**src/rtl/miner_job_scheduler.sv**
```systemverilog
// Job scheduler for a memory-access engine: a FIFO of {src,dst,len} jobs feeding a
// launch / wait / complete FSM with a watchdog, a completion counter and sticky status.
module miner_job_scheduler #(
    parameter int DEPTH     = 4,
    parameter int TIMEOUT   = 1024,
    parameter int CNT_WIDTH = 16
) (
    input  logic                         Clk,
    input  logic                         RESET,
    input  logic                         Enable,
    input  logic                         Abort,
    input  logic                         Push_valid,
    output logic                         Push_ready,
    input  logic [29:0]                  Push_src,
    input  logic [29:0]                  Push_dst,
    input  logic [31:0]                  Push_len,
    output logic                         Go,
    output logic [29:0]                  Source_address,
    output logic [29:0]                  Destination_address,
    output logic [31:0]                  Length,
    input  logic                         Done,
    output logic                         Busy,
    output logic [$clog2(DEPTH+1)-1:0]   Queue_level,
    output logic [CNT_WIDTH-1:0]         Jobs_done,
    output logic                         Error,
    output logic                         Irq,
    input  logic                         Irq_clear,
    output logic [2:0]                   state_dbg
);

    localparam int AW  = (DEPTH > 1) ? $clog2(DEPTH) : 1;
    localparam int LW  = $clog2(DEPTH + 1);
    localparam int WDW = $clog2(TIMEOUT + 1);
    localparam int JW  = 92;

    typedef enum logic [2:0] {
        S_IDLE     = 3'd0,
        S_LAUNCH   = 3'd1,
        S_WAIT     = 3'd2,
        S_COMPLETE = 3'd3,
        S_FAULT    = 3'd4
    } state_t;

    state_t               state_q, state_d;
    logic [JW-1:0]        mem_q [DEPTH];
    logic [JW-1:0]        mem_d [DEPTH];
    logic [AW-1:0]        wr_ptr_q, wr_ptr_d;
    logic [AW-1:0]        rd_ptr_q, rd_ptr_d;
    logic [LW-1:0]        level_q, level_d;
    logic [29:0]          src_q, src_d;
    logic [29:0]          dst_q, dst_d;
    logic [31:0]          len_q, len_d;
    logic [WDW-1:0]       wd_q, wd_d;
    logic [CNT_WIDTH-1:0] jobs_q, jobs_d;
    logic                 err_q, err_d;
    logic                 irq_q, irq_d;

    logic                 full;
    logic                 empty;
    logic                 push;
    logic                 pop;
    logic [JW-1:0]        head;
    logic                 head_zero;
    logic                 inc_jobs;
    logic                 set_err;
    logic                 set_irq;

    // Entry layout: {src[91:62], dst[61:32], len[31:0]}.
    assign full       = (level_q == LW'(DEPTH));
    assign empty      = (level_q == '0);
    assign head       = mem_q[rd_ptr_q];
    assign head_zero  = (head[31:0] == 32'd0);
    assign Push_ready = !full && !Abort;
    assign push       = Push_valid && Push_ready;
    assign pop        = (state_q == S_IDLE) && Enable && !empty && !Abort;

    always_comb begin
        mem_d    = mem_q;
        wr_ptr_d = wr_ptr_q;
        rd_ptr_d = rd_ptr_q;
        level_d  = level_q;
        if (Abort) begin
            rd_ptr_d = wr_ptr_q;
            level_d  = '0;
        end else begin
            if (push) begin
                mem_d[wr_ptr_q] = {Push_src, Push_dst, Push_len};
                wr_ptr_d        = wr_ptr_q + 1'b1;
            end
            if (pop) begin
                rd_ptr_d = rd_ptr_q + 1'b1;
            end
            if (push && !pop) begin
                level_d = level_q + 1'b1;
            end else if (!push && pop) begin
                level_d = level_q - 1'b1;
            end
        end
    end

    always_comb begin
        state_d  = state_q;
        src_d    = src_q;
        dst_d    = dst_q;
        len_d    = len_q;
        wd_d     = wd_q;
        inc_jobs = 1'b0;
        set_err  = 1'b0;
        set_irq  = 1'b0;
        case (state_q)
            S_IDLE: begin
                if (pop) begin
                    src_d   = head[91:62];
                    dst_d   = head[61:32];
                    len_d   = head[31:0];
                    // A zero-length job needs no engine work and completes at once.
                    state_d = head_zero ? S_COMPLETE : S_LAUNCH;
                end
            end
            S_LAUNCH: begin
                wd_d    = '0;
                state_d = S_WAIT;
            end
            S_WAIT: begin
                wd_d = wd_q + 1'b1;
                if (Done) begin
                    state_d = S_COMPLETE;
                end else if (wd_q == WDW'(TIMEOUT - 1)) begin
                    state_d = S_FAULT;
                end
            end
            S_COMPLETE: begin
                inc_jobs = 1'b1;
                set_irq  = 1'b1;
                state_d  = S_IDLE;
            end
            S_FAULT: begin
                set_err = 1'b1;
                set_irq = 1'b1;
                state_d = S_IDLE;
            end
            default: begin
                state_d = S_IDLE;
            end
        endcase
        // Abort discards the job in flight, including any completion it would record.
        if (Abort) begin
            state_d  = S_IDLE;
            wd_d     = '0;
            inc_jobs = 1'b0;
            set_err  = 1'b0;
            set_irq  = 1'b0;
        end
    end

    assign jobs_d = inc_jobs ? jobs_q + 1'b1 : jobs_q;
    assign err_d  = set_err | (err_q & ~Irq_clear);
    assign irq_d  = set_irq | (irq_q & ~Irq_clear);

    always_ff @(posedge Clk or posedge RESET) begin
        if (RESET) begin
            state_q  <= S_IDLE;
            for (int i = 0; i < DEPTH; i++) begin
                mem_q[i] <= '0;
            end
            wr_ptr_q <= '0;
            rd_ptr_q <= '0;
            level_q  <= '0;
            src_q    <= '0;
            dst_q    <= '0;
            len_q    <= '0;
            wd_q     <= '0;
            jobs_q   <= '0;
            err_q    <= 1'b0;
            irq_q    <= 1'b0;
        end else begin
            state_q  <= state_d;
            mem_q    <= mem_d;
            wr_ptr_q <= wr_ptr_d;
            rd_ptr_q <= rd_ptr_d;
            level_q  <= level_d;
            src_q    <= src_d;
            dst_q    <= dst_d;
            len_q    <= len_d;
            wd_q     <= wd_d;
            jobs_q   <= jobs_d;
            err_q    <= err_d;
            irq_q    <= irq_d;
        end
    end

    assign Go                  = (state_q == S_LAUNCH);
    assign Busy                = (state_q != S_IDLE);
    assign Source_address      = src_q;
    assign Destination_address = dst_q;
    assign Length              = len_q;
    assign Queue_level         = level_q;
    assign Jobs_done           = jobs_q;
    assign Error               = err_q;
    assign Irq                 = irq_q;
    assign state_dbg           = state_q;

endmodule
```
**config.mk**
```make
export PLATFORM = sky130hd
export DESIGN_NAME = miner_job_scheduler
export DESIGN_NICKNAME = d
export VERILOG_FILES = /design/src/rtl/miner_job_scheduler.sv
export SDC_FILE = /design/constraint.sdc
export NUM_CORES = 1
export LEC_CHECK = 0
export ABC_AREA = 0
export ABC_CLOCK_PERIOD_IN_PS = 20500
export BUFFER_PORTS_ARGS = -buffer_cell sky130_fd_sc_hd__buf_2
export CAP_MARGIN = 20
export CORE_UTILIZATION = 50
export CTS_CLUSTER_DIAMETER = 100
export DETAILED_ROUTE_END_ITERATION = 10
export PLACE_DENSITY = 0.81
export SLEW_MARGIN = 20
export SYNTH_ARGS = -nofsm -noshare
export SYNTH_HDL_FRONTEND = slang
export SYNTH_SLANG_ARGS = --single-unit
```
**constraint.sdc**
```tcl
create_clock -name Clk -period 20.5 [get_ports Clk]
set_input_delay 2.05 -clock Clk [delete_from_list [all_inputs] [get_ports Clk]]
set_output_delay 2.05 -clock Clk [all_outputs]
set_load 0.005 [all_outputs]
```
# Word level (Yosys, flattened, before mapping)
# Cells that the tools add are included.
[word_totals]
in_bits = 99
reg_bits = 499
output_inout_bits = 119
wordCells = 89
[op_classes]
addsub = 6
n_mux = 25
n_bitwise = 8
magnitude_cmp = 3
n_reduce_logical = 24
n_eq_ne = 8
[ops]
columns = ["cell", "n"]
rows = [
  ["368-bit bitwise mux", 1],
  ["92-bit two-way mux", 3],
  ["92-bit binary-select mux with 2-bit select", 1],
  ["92-bit demux with 2-bit select", 1],
  ["32-bit zero test", 1],
  ["11-bit case mux with 2 select lines", 1],
  ["3-bit two-way mux", 7],
  ["16-bit by 1-bit adder with 16-bit output, second input constant", 1],
  ["11-bit by 1-bit adder with 11-bit output, second input constant", 1],
  ["11-bit by 10-bit == test with 1-bit output, second input constant", 1],
  ["11-bit two-way mux", 1],
  ["3-bit case mux with 3 select lines", 1],
  ["3-bit nonzero test", 3],
  ["1-bit logical AND", 8],
  ["3-bit by 2-bit == test with 1-bit output, second input constant", 2],
  ["3-bit == test, second input constant", 2],
  ["3-bit greater-or-equal comparator, second input constant", 2],
  ["3-bit zero test", 2],
  ["1-bit two-way mux", 6],
  ["2-bit two-way mux", 3],
  ["2-bit inverter with 3-bit output", 2],
  ["2-bit AND reduction", 3],
  ["1-bit zero test", 5],
  ["2-bit by 1-bit adder with 2-bit output, second input constant", 2],
  ["other kinds (11)", 14],
]

# Depth between registers and ports, before layout
[logic_depth]
depth_word = 9
mapped_depth = 10
depth_no_buf = 9

# Worst setup path before layout
# No wires, ideal clock.
[synth_timing]
path_kind = "in2out"
startpoint = "input port Abort"
endpoint = "output port Push_ready"
setup_slack_ns = 16.172
t_required_ns = 18.450
path_buffers = 0
t_arrival_ns = 2.278
cell_stages = 2
cell_sequence = "inv_1 -> and2_1"
[synth_via]
elab_chain_cells = 2
[synth_lines]
columns = ["element", "line", "text"]
rows = [
  ["start: declaration", "11", "input logic Abort,"],
  ["1-bit zero test", "73", "assign Push_ready = !full && !Abort;"],
  ["1-bit logical AND", "73", ""],
  ["end: declaration", "13", "output logic Push_ready,"],
]
# Every way passes these cells.

# Worst setup path in the final report
# Ends and elaborated chain as after synthesis.

==> results.toml <==
[sta]
setup_viol = 0
tightestPinTransition_ns = 0.950
period_minus_slack_ns = 4.80
clock_skew_ns = 0.0162
timing.final.crit_share_pct = 23.4
finalHoldViolations = 0
fmax_ghz = 0.208
tns_ns = 0
rsz0062_at_grt = "no"
slew_viol_final = 0
maxSlewHeadroom_pct = 36.7

[setup_path]
worstPathRequired_ns = 18.45
crit_path_end_kind = "primary output"
cp_cell_sequence = "buf_2 -> inv_1 -> and2_1 -> buf_2"
worstSetupPathType = "in2out"
crit_path_max_fanout = 14
reg2reg_slack_ns = 17.12
cp_top_family = "buffers and inverters"
path_common_cell = "buf_2"
cpMaxStageDelayCell = "buf_2"
max_stage_delay_ns = 0.24
arrival_ns = 2.75
crit_buf_inv = 3
startpoint_type = "input pin"

[detailed_routing]
wl_per_cell_um = 20.9
post-route-drc-count = 0
routed.top_layer = "met5"
drt_iter0_markers = 597
viasPerCell = 5.61
met2_length_um = 22300
wirelength_um = 44600
routed-wl-met3_um = 2150
drtPass1Iterations = 4
via_count = 11900
wirelength_met1_um = 19000
detail-route-antenna-nets = 0

[logic_synthesis]
yosysTopAreaCell = "dfrtp_1"
yosysSeqAreaShare_pct = 57.7
synth_cells = 1300
synth_area_leaders = "dfrtp_1 (58%), mux2_2 (20%), mux4_2 (7.4%), mux2_1 (3.5%), buf_6 (2.4%)"
yosysWarnings = 0
synth-seq-cells = 499
yosysTopAreaCellShare_pct = 57.7
synth_area_per_cell_um2 = 16.6
synth_edf_count = 0
syn_area_um2 = 21600
async_flop_share_pct = 100
synth_commonest_cells = "dfrtp_1 (499), mux2_2 (393), mux4_2 (71)"
synth.most_common_cell = "dfrtp_1"
syn-num-nets = 1406
synth_cell_types = 46
ys.flop_type = "dfrtp_1"

[final_layout]
fin_cells = 2128
fin_area_um2 = 24600
drive_gt1_share_pct = 51.2
final_nets = 1613
area_growth_syn_to_layout_pct = 13.9

[clock_tree]
cts.reportedPaths.clkPinSlew_ns = 0.06
post_cts.repair.setup_buffers = 0
numClockSinks = 499
root_buffer = "clkbuf_16"
cts_tree = "built"
post_cts_resized = 0
htreeDepth = 2
clock_latency_ns = 0.58
cts_made_buffers = 52
hold_buffers = 0
clockBufferDepth = 3

[grt]
grt_overflow = 0
grt.total_usage_pct = 20.9
grt_max_degree = 103
grt_pass1_vias = 12900
antenna_found_initial = 9
grt_pass1_wl_um = 71600

[die]
row_count = 75
dieArea_um2 = 44100
fp.dieW_um = 210
core_area_um2 = 42300
die_y_um = 210
start_util_pct = 51.1
ios = 218

[placed_design]
place_inst = 2030
placed_cell_area_um2 = 22900
dp_hpwl_um = 27500
gp_congestion = 0.740
portBuffers = 217

[min_path]
hp-class = "reg2reg"

[run_status]
status = "finished clean"

[power_and_ir_drop]
vdd_ir_drop_max_mv = 0.100
power_density_nw_per_um2 = 158
p_leak_nw = 11.1

[job]
max_cap_violations = 0
-- worst paths after layout --
path / from / end / depth (start not counted)
max: Abort / Push_ready / 4
min: Source_address[0] / Source_address[0] / 1
max reg2reg: rd_ptr_q[1] / state_dbg[1] / 6
min reg2reg: Source_address[0] / Source_address[0] / 1
max in group asynchronous: RESET / mem_q[278] / 4
min in group asynchronous: RESET / Source_address[1] / 2
-- cells in the final DEF, fill, tap and decap left out, types with 5 or more instances in the layout --
| master | Yosys | final |
|---|---|---|
| o31ai_1 | 5 | 5 |
| clkbuf_1 | 9 | 10 |
| xnor2_1 | 14 | 14 |
| mux4_2 | 71 | 71 |
| mux2_2 | 393 | 393 |
| xor2_1 | 7 | 7 |
| nand2_1 | 17 | 13 |
| ha_1 | 6 | 6 |
| clkinv_2 | 0 | 9 |
| buf_2 | 13 | 217 |
| inv_1 | 11 | 10 |
| clkbuf_16 | 0 | 53 |
| nor2_1 | 18 | 18 |
| and3_1 | 7 | 7 |
| nor3_1 | 5 | 5 |
| and2_1 | 5 | 5 |
| nor4_1 | 8 | 8 |
| o21ai_0 | 20 | 20 |
| mux2_1 | 68 | 68 |
| dfrtp_1 | 499 | 497 |
| clkbuf_8 | 3 | 13 |
| nand3_1 | 11 | 11 |
| buf_4 | 4 | 11 |
| bufinv_16 | 0 | 5 |
| diode_2 | 0 | 5 |
| mux4_1 | 20 | 20 |
| nand4_1 | 8 | 8 |
-- layout make-up --
class	instances	area, um2
clock buffers	76	1540
clock inverters	17	219
well taps	577	722
repair buffers	231	1200
flip-flops and latches	499	12500
diodes	5	12.5
inverters	11	48.8
fillers	3204	17700
multi-input cells	712	8400
-- cell families after synthesis --
group,share of synthesized area (%)
buf+inv,3.59
fa+ha+maj,0.440
simple gates,2.30
mux,34.0
flops,57.7
xor+xnor,0.850
compound gates,1.10
-- stage by stage --
step | utilization (%) | worst slack (ns) | total power, mW | hold slack (ns)
final | 58.2 | 15.70 | 3.90 | 0.474
after global routing | 58.2 | 15.62 | 4.12 | 0.493
after CTS | 58.2 | 15.70 | 3.95 | 0.482
after detailed placement | 54.0 | 15.66 | 2.97 | 0.469
after global placement | 54.0 | 15.71 | 2.88 | 0.454
after floorplan | - | 4.52 | 2.63 | 0.438
-- flip-flops by register name (all words and copies together), names as in the netlist --
register,flops
Irq,1
Queue_level,3
Jobs_done,16
Source_address,30
wd_q,11
Length,32
Destination_address,30
Error,1
state_dbg,3
wr_ptr_q,2
mem_q,368
rd_ptr_q,2
-- power by group --
group | total, mW | leakage (nW) | internal (mW) | switching (mW)
registers | 1.71 | 6.08 | 1.45 | 0.254
logic | 1.23 | 4.18 | 0.758 | 0.476
clock network | 0.962 | 0.869 | 0.582 | 0.379
-- per-layer routing --
metal	GRT usage [%]	up-vias
met5	0	-
met3	4.37	86
li1	-	5261
met4	7.07	10
met2	35.0	239
met1	27.4	6348
(Power assumes the default switching activity.)
